[src/rtl/eth_tx_sched.sv]
// Transmit scheduler: arbitrates ARP/ICMP/UDP frame engines onto one GMII TX port
// with fixed priority and an enforced inter-frame gap. Optional watchdog: ETH_TX_TIMEOUT_EN.
module eth_tx_sched #(
    parameter int IFG_CYCLES     = 12,
    parameter int TIMEOUT_CYCLES = 4096
) (
    input  logic       clk,
    input  logic       rst,
    input  logic       arp_req,
    input  logic       icmp_req,
    input  logic       udp_req,
    output logic       arp_start,
    output logic       icmp_start,
    output logic       udp_start,
    input  logic       arp_done,
    input  logic       icmp_done,
    input  logic       udp_done,
    input  logic       arp_gmii_tx_en,
    input  logic [7:0] arp_gmii_txd,
    input  logic       icmp_gmii_tx_en,
    input  logic [7:0] icmp_gmii_txd,
    input  logic       udp_gmii_tx_en,
    input  logic [7:0] udp_gmii_txd,
    output logic       gmii_tx_en,
    output logic [7:0] gmii_txd,
    output logic [1:0] owner,
    output logic       busy,
    output logic       abort
);
    localparam logic [1:0] ST_IDLE   = 2'd0;
    localparam logic [1:0] ST_ACTIVE = 2'd1;
    localparam logic [1:0] ST_IFG    = 2'd2;

    localparam int IFG_W = (IFG_CYCLES > 1) ? $clog2(IFG_CYCLES) : 1;
    localparam logic [IFG_W-1:0] IFG_LOAD = (IFG_CYCLES > 0) ? IFG_W'(IFG_CYCLES - 1) : '0;

    logic [2:0]       req_vec, done_vec, en_vec;
    logic [7:0]       txd_vec [3];
    logic [2:0]       pend_reg, start_reg, start_next;
    logic [1:0]       state_reg, state_next;
    logic [1:0]       owner_reg, owner_next;
    logic [IFG_W-1:0] ifg_cnt_reg, ifg_cnt_next;
    logic             gmii_en_reg, gmii_en_next;
    logic [7:0]       gmii_txd_reg, gmii_txd_next;
    logic             owner_done, owner_en, timeout_hit, end_frame;
    logic [7:0]       owner_txd;

    assign req_vec    = {udp_req, icmp_req, arp_req};
    assign done_vec   = {udp_done, icmp_done, arp_done};
    assign en_vec     = {udp_gmii_tx_en, icmp_gmii_tx_en, arp_gmii_tx_en};
    assign txd_vec[0] = arp_gmii_txd;
    assign txd_vec[1] = icmp_gmii_txd;
    assign txd_vec[2] = udp_gmii_txd;

    // A req wins over the grant-time clear so a request landing on its own grant edge is kept.
    for (genvar gi = 0; gi < 3; gi++) begin : g_pend
        logic pend_q;
        always_ff @(posedge clk) begin
            if (rst)
                pend_q <= 1'b0;
            else if (req_vec[gi])
                pend_q <= 1'b1;
            else if (start_next[gi])
                pend_q <= 1'b0;
        end
        assign pend_reg[gi] = pend_q;
    end

    always_comb begin
        owner_done = 1'b0;
        owner_en   = 1'b0;
        owner_txd  = 8'h00;
        if (owner_reg != 2'd0) begin
            owner_done = done_vec[owner_reg - 2'd1];
            owner_en   = en_vec[owner_reg - 2'd1];
            owner_txd  = txd_vec[owner_reg - 2'd1];
        end
    end

`ifdef ETH_TX_TIMEOUT_EN
    localparam int WD_W = $clog2(TIMEOUT_CYCLES + 1);
    logic [WD_W-1:0] wd_cnt_reg;

    always_ff @(posedge clk) begin
        if (rst)
            wd_cnt_reg <= '0;
        else if (state_reg == ST_ACTIVE && !end_frame)
            wd_cnt_reg <= wd_cnt_reg + 1'b1;
        else
            wd_cnt_reg <= '0;
    end

    assign timeout_hit = (state_reg == ST_ACTIVE) && !owner_done &&
                         (wd_cnt_reg == WD_W'(TIMEOUT_CYCLES - 1));
    assign abort = timeout_hit;
`else
    assign timeout_hit = 1'b0;
    assign abort       = 1'b0;
`endif

    assign end_frame = owner_done | timeout_hit;

    always_comb begin
        state_next   = state_reg;
        owner_next   = owner_reg;
        ifg_cnt_next = ifg_cnt_reg;
        start_next   = 3'b000;
        case (state_reg)
            ST_IDLE: begin
                ifg_cnt_next = '0;
                if (pend_reg[0]) begin
                    state_next = ST_ACTIVE;
                    owner_next = 2'd1;
                    start_next = 3'b001;
                end else if (pend_reg[1]) begin
                    state_next = ST_ACTIVE;
                    owner_next = 2'd2;
                    start_next = 3'b010;
                end else if (pend_reg[2]) begin
                    state_next = ST_ACTIVE;
                    owner_next = 2'd3;
                    start_next = 3'b100;
                end
            end
            ST_ACTIVE: begin
                if (end_frame) begin
                    if (IFG_CYCLES == 0) begin
                        state_next = ST_IDLE;
                        owner_next = 2'd0;
                    end else begin
                        state_next   = ST_IFG;
                        ifg_cnt_next = IFG_LOAD;
                    end
                end
            end
            ST_IFG: begin
                if (ifg_cnt_reg == '0) begin
                    state_next = ST_IDLE;
                    owner_next = 2'd0;
                end else begin
                    ifg_cnt_next = ifg_cnt_reg - 1'b1;
                end
            end
            default: begin
                state_next = ST_IDLE;
                owner_next = 2'd0;
            end
        endcase
    end

    // Output stage samples the owner while ACTIVE (done cycle included); an abort blanks it.
    always_comb begin
        gmii_en_next  = 1'b0;
        gmii_txd_next = 8'h00;
        if (state_reg == ST_ACTIVE && !timeout_hit) begin
            gmii_en_next  = owner_en;
            gmii_txd_next = owner_txd;
        end
    end

    always_ff @(posedge clk) begin
        if (rst) begin
            state_reg    <= ST_IDLE;
            owner_reg    <= 2'd0;
            ifg_cnt_reg  <= '0;
            start_reg    <= 3'b000;
            gmii_en_reg  <= 1'b0;
            gmii_txd_reg <= 8'h00;
        end else begin
            state_reg    <= state_next;
            owner_reg    <= owner_next;
            ifg_cnt_reg  <= ifg_cnt_next;
            start_reg    <= start_next;
            gmii_en_reg  <= gmii_en_next;
            gmii_txd_reg <= gmii_txd_next;
        end
    end

    assign arp_start  = start_reg[0];
    assign icmp_start = start_reg[1];
    assign udp_start  = start_reg[2];
    assign gmii_tx_en = gmii_en_reg;
    assign gmii_txd   = gmii_txd_reg;
    assign owner      = owner_reg;
    assign busy       = (state_reg != ST_IDLE);
endmodule

[config.mk]
export PLATFORM = sky130hd
export DESIGN_NAME = eth_tx_sched
export DESIGN_NICKNAME = d
export VERILOG_FILES = /design/src/rtl/eth_tx_sched.sv
export SDC_FILE = /design/constraint.sdc
export NUM_CORES = 1
export LEC_CHECK = 0
export ABC_AREA = 1
export CAP_MARGIN = 10
export CORE_MARGIN = 2
export CORE_UTILIZATION = 30
export CTS_CLUSTER_SIZE = 24
export DETAILED_ROUTE_END_ITERATION = 12
export DONT_BUFFER_PORTS = 1
export SYNTH_ARGS = -nofsm -noshare
export SYNTH_HDL_FRONTEND = slang
export SYNTH_SLANG_ARGS = --single-unit
[constraint.sdc]
create_clock -name clk -period 2.5 [get_ports clk]
set_input_delay 0.25 -clock clk [delete_from_list [all_inputs] [get_ports clk]]
set_output_delay 0.25 -clock clk [all_outputs]
set_load 0.05 [all_outputs]
==> summary.md <==
| Metric | Value |
|---|---|
| Slowest Stage Delay on Critical Path | 0.48 ns |
| Placed Cells incl. Taps | 204 |
| Core area | 3690 µm² |
| WP data required | 2.66 ns |
| Final hold slack | 0.0464 ns |
| Setup TNS | 0 ns |
| Status | finished, final reports clean |
| Synth Area per Inst | 7.23 µm² |
| Worst reg2reg setup slack | 0.62 ns |
| Met3 Usage GRT | 2.56% |
| Yosys warns | 0 |
| Setup CP Type | register to register |
| Max reg flops | 8 |
| Syn Nets | 201 |
| Crit. Startpoint | owner[0]$_SDFFE_PP0P_ |
| Crit path capture type | register |
| Reg-to-reg critical path endpoint | ifg_cnt_reg[0]$_SDFFE_PP0P_ |
| Setup Buffers After CTS | 0 |
| Final setup viols | 0 |
| Clock Skews | 0.00104 ns |
| Worst hold start | rst |
| Worst vdd ir | 0.674 mV |
| Die Span Y | 66.1 µm |
| Netlist Area Pre-Place | 1160 µm² |
| Power Density | 1320 nW/µm² |
| Distinct cells, synth | 21 |
| Endpoint, Worst Hold | ifg_cnt_reg[3]$_SDFFE_PP0P_ |
| Hold buffers post-CTS | 0 |
| Worst path slowest cell | ha_1 |
| Critical-path cell list | inv_2 > ha_1 > nor2_4 > nand2_2 > nand2_1 > nand2_2 > nand2_4 > nand2_1 > nand2_1 > a21oi_1 |
| Worst skew pair latency | 0.26 ns |
| Sequential-to-total area share from yosys stat | 39.8% |
| Clock Path Buffers | 2 |
| Area grow syn2layout | 7.68% |
| Via-to-Cell Ratio | 4.63 |
| DRC errors left | 0 |
| Post-route ant nets | 0 |
| Ratio of cells with drive above 1 in the final layout | 9.38% |
| Leak | 0.504 nW |
| Hold Crit Class | input pin to register |
| Synth Instances | 160 |
| Part of the cycle the worst path needs | 75.1% |
| Timing-limited maximum frequency | 532 MHz |
| RSZ-0062 raised after global routing | no |
| Minimum clock period after layout | 1.88 ns |
| Die area | 4370 µm² |
| M1 GR Usage | 14.8% |
| CTS tree | done |
| Critical Path AT | 2.04 ns |
| Final Core Density | 33.8% |
| Drt pass-1 iters | 4 |
| Detailed Route Iter0 Violations | 20 |
| Resize count post-CTS | 0 |
| GPL Wtd Cong | 0.727 |
| Hold Violations, Final | 0 |
| Commonest non-fill, non-tap cell in the layout | nand2_1 |
| Most Crowded Layer GR | met2 |
| H-tree Lvls | 1 |
| Final net count | 202 |
| Most frequent cells in the layout | nand2_1, dfxtp_1, a21oi_1 |
| DIE WIDTH | 66.1 µm |
| Row cnt | 22 |
| Post-Layout Cell Count | 208 |
| Largest net degree at the start of global routing | 13 |
| Dpl hpwl | 1.82 mm |
| Vias in the first global route | 926 |
| Critical Path Most Common Cell | nand2_1 |
| I/O pin count | 51 |
| Global-route wire length before repair | 4.06 mm |
| Power Total | 0.00164 W |
| Maxcap violations | 0 |
| Worst hold stages | 1 |
| #FFs+latches synth | 23 |
| Met2 GRT Util | 19.4% |
| Drt total wl | 2.42 mm |
| Starting Density | 31.4% |
| Wire per inst | 11.6 µm |
| Gr ovfl total | 0 |
| Cell count of the worst reg-to-reg path | 10 |
| Total track usage | 11.8% |
| Clock slew at reported path FFs | 0.08 ns |
| Root Buffer | clkbuf_8 |
| Antenna Cells | 0 |
| CTS Buf Count | 3 |
| Initial antenna violation count | 0 |
| Port Buffer Count | 0 |
| R2R Path Start | owner[0]$_SDFFE_PP0P_ |
| CP Max Fanout | 12 |
| Max-slew violation count | 0 |
| CTS Sinks | 23 |
| Vias | 962 |
| CP Launch Type | register |
report_power, final:
group,internal [W],switching [W],total (W)
Combinational,0.000301,0.000577,0.000879
Clock,0.000114,0.000119,0.000233
Sequential,0.000432,0.000100,0.000532
per-stage QoR:
stage	instance area, µm²	setup slack [ns]
after floorplan	1160	0.371
after global placement	1200	0.692
after detailed placement	1200	0.632
after CTS	1250	0.615
after global routing	1250	0.454
final	1250	0.622
cell families (layout without fill, tap and decap cells):
family	Yosys count	after routing	synth area share, %
compound gates	44	44	21.2
fa+ha+maj	6	6	6.49
buf+inv	24	24	8.54
flops	23	23	39.8
other cells	1	1	0.324
simple gates	62	62	23.7
worst max-delay path: cells and delay by family (launching register included):
family / cells / cell delay (ns)
AO/OA/AOI/OAI: 1 / 0.05
adder cells (fa/ha/maj): 1 / 0.48
buffers and inverters: 1 / 0.11
flip-flops: 1 / 0.35
AND/OR/NAND/NOR: 7 / 0.78
final cells by class:
cell class	count	area, µm²
inverters	18	67.6
clock buffers	4	45.0
flip-flops and latches	23	460
fillers	409	2440
well taps	48	60.1
repair buffers	2	15.0
multi-input cells	113	598
cells in the mapped netlist:
| master | count | area, µm² |
|---|---|---|
| ha_1 | 6 | 75.1 |
| a21oi_1 | 18 | 90.1 |
| nand2_2 | 3 | 18.8 |
| nor2_4 | 1 | 11.3 |
| nand3_1 | 12 | 60.1 |
| buf_4 | 2 | 15.0 |
| dfxtp_1 | 23 | 460 |
| buf_2 | 1 | 5.00 |
| or2_1 | 1 | 6.26 |
| nor3_1 | 1 | 5.00 |
| conb_1 | 1 | 3.75 |
| clkbuf_1 | 3 | 11.3 |
| nor2_1 | 11 | 41.3 |
| inv_2 | 5 | 18.8 |
| nand2_1 | 32 | 120 |
| nand2_4 | 1 | 11.3 |
| clkinv_1 | 2 | 7.51 |
| o21ai_1 | 14 | 70.1 |
| o21ai_0 | 2 | 10.0 |
| o21a_1 | 10 | 75.1 |
| inv_1 | 11 | 41.3 |
worst max path at each step:
stage                     depth (start not counted)                     endpoint  slack (ns)
after floorplan                                  11  ifg_cnt_reg[0]$_SDFFE_PP0P_        0.37
after global placement                           10  ifg_cnt_reg[2]$_SDFFE_PP0P_        0.69
after detailed placement                         10  ifg_cnt_reg[0]$_SDFFE_PP0P_        0.63
after CTS                                        10  ifg_cnt_reg[0]$_SDFFE_PP0P_        0.61
after global routing                             10  ifg_cnt_reg[2]$_SDFFE_PP0P_        0.45
final                                            10  ifg_cnt_reg[0]$_SDFFE_PP0P_        0.62
per-layer routing:
layer / wire length, µm / share of wire, % / vias up
li1: - / - / 522
met1: 1140 / 47 / 414
met2: 1120 / 46 / 22
met3: 108 / 4.5 / 4
met4: 44 / 1.8 / 0
met5: 0 / 0 / -
Note: power is estimated with default switching activity, not from simulation.
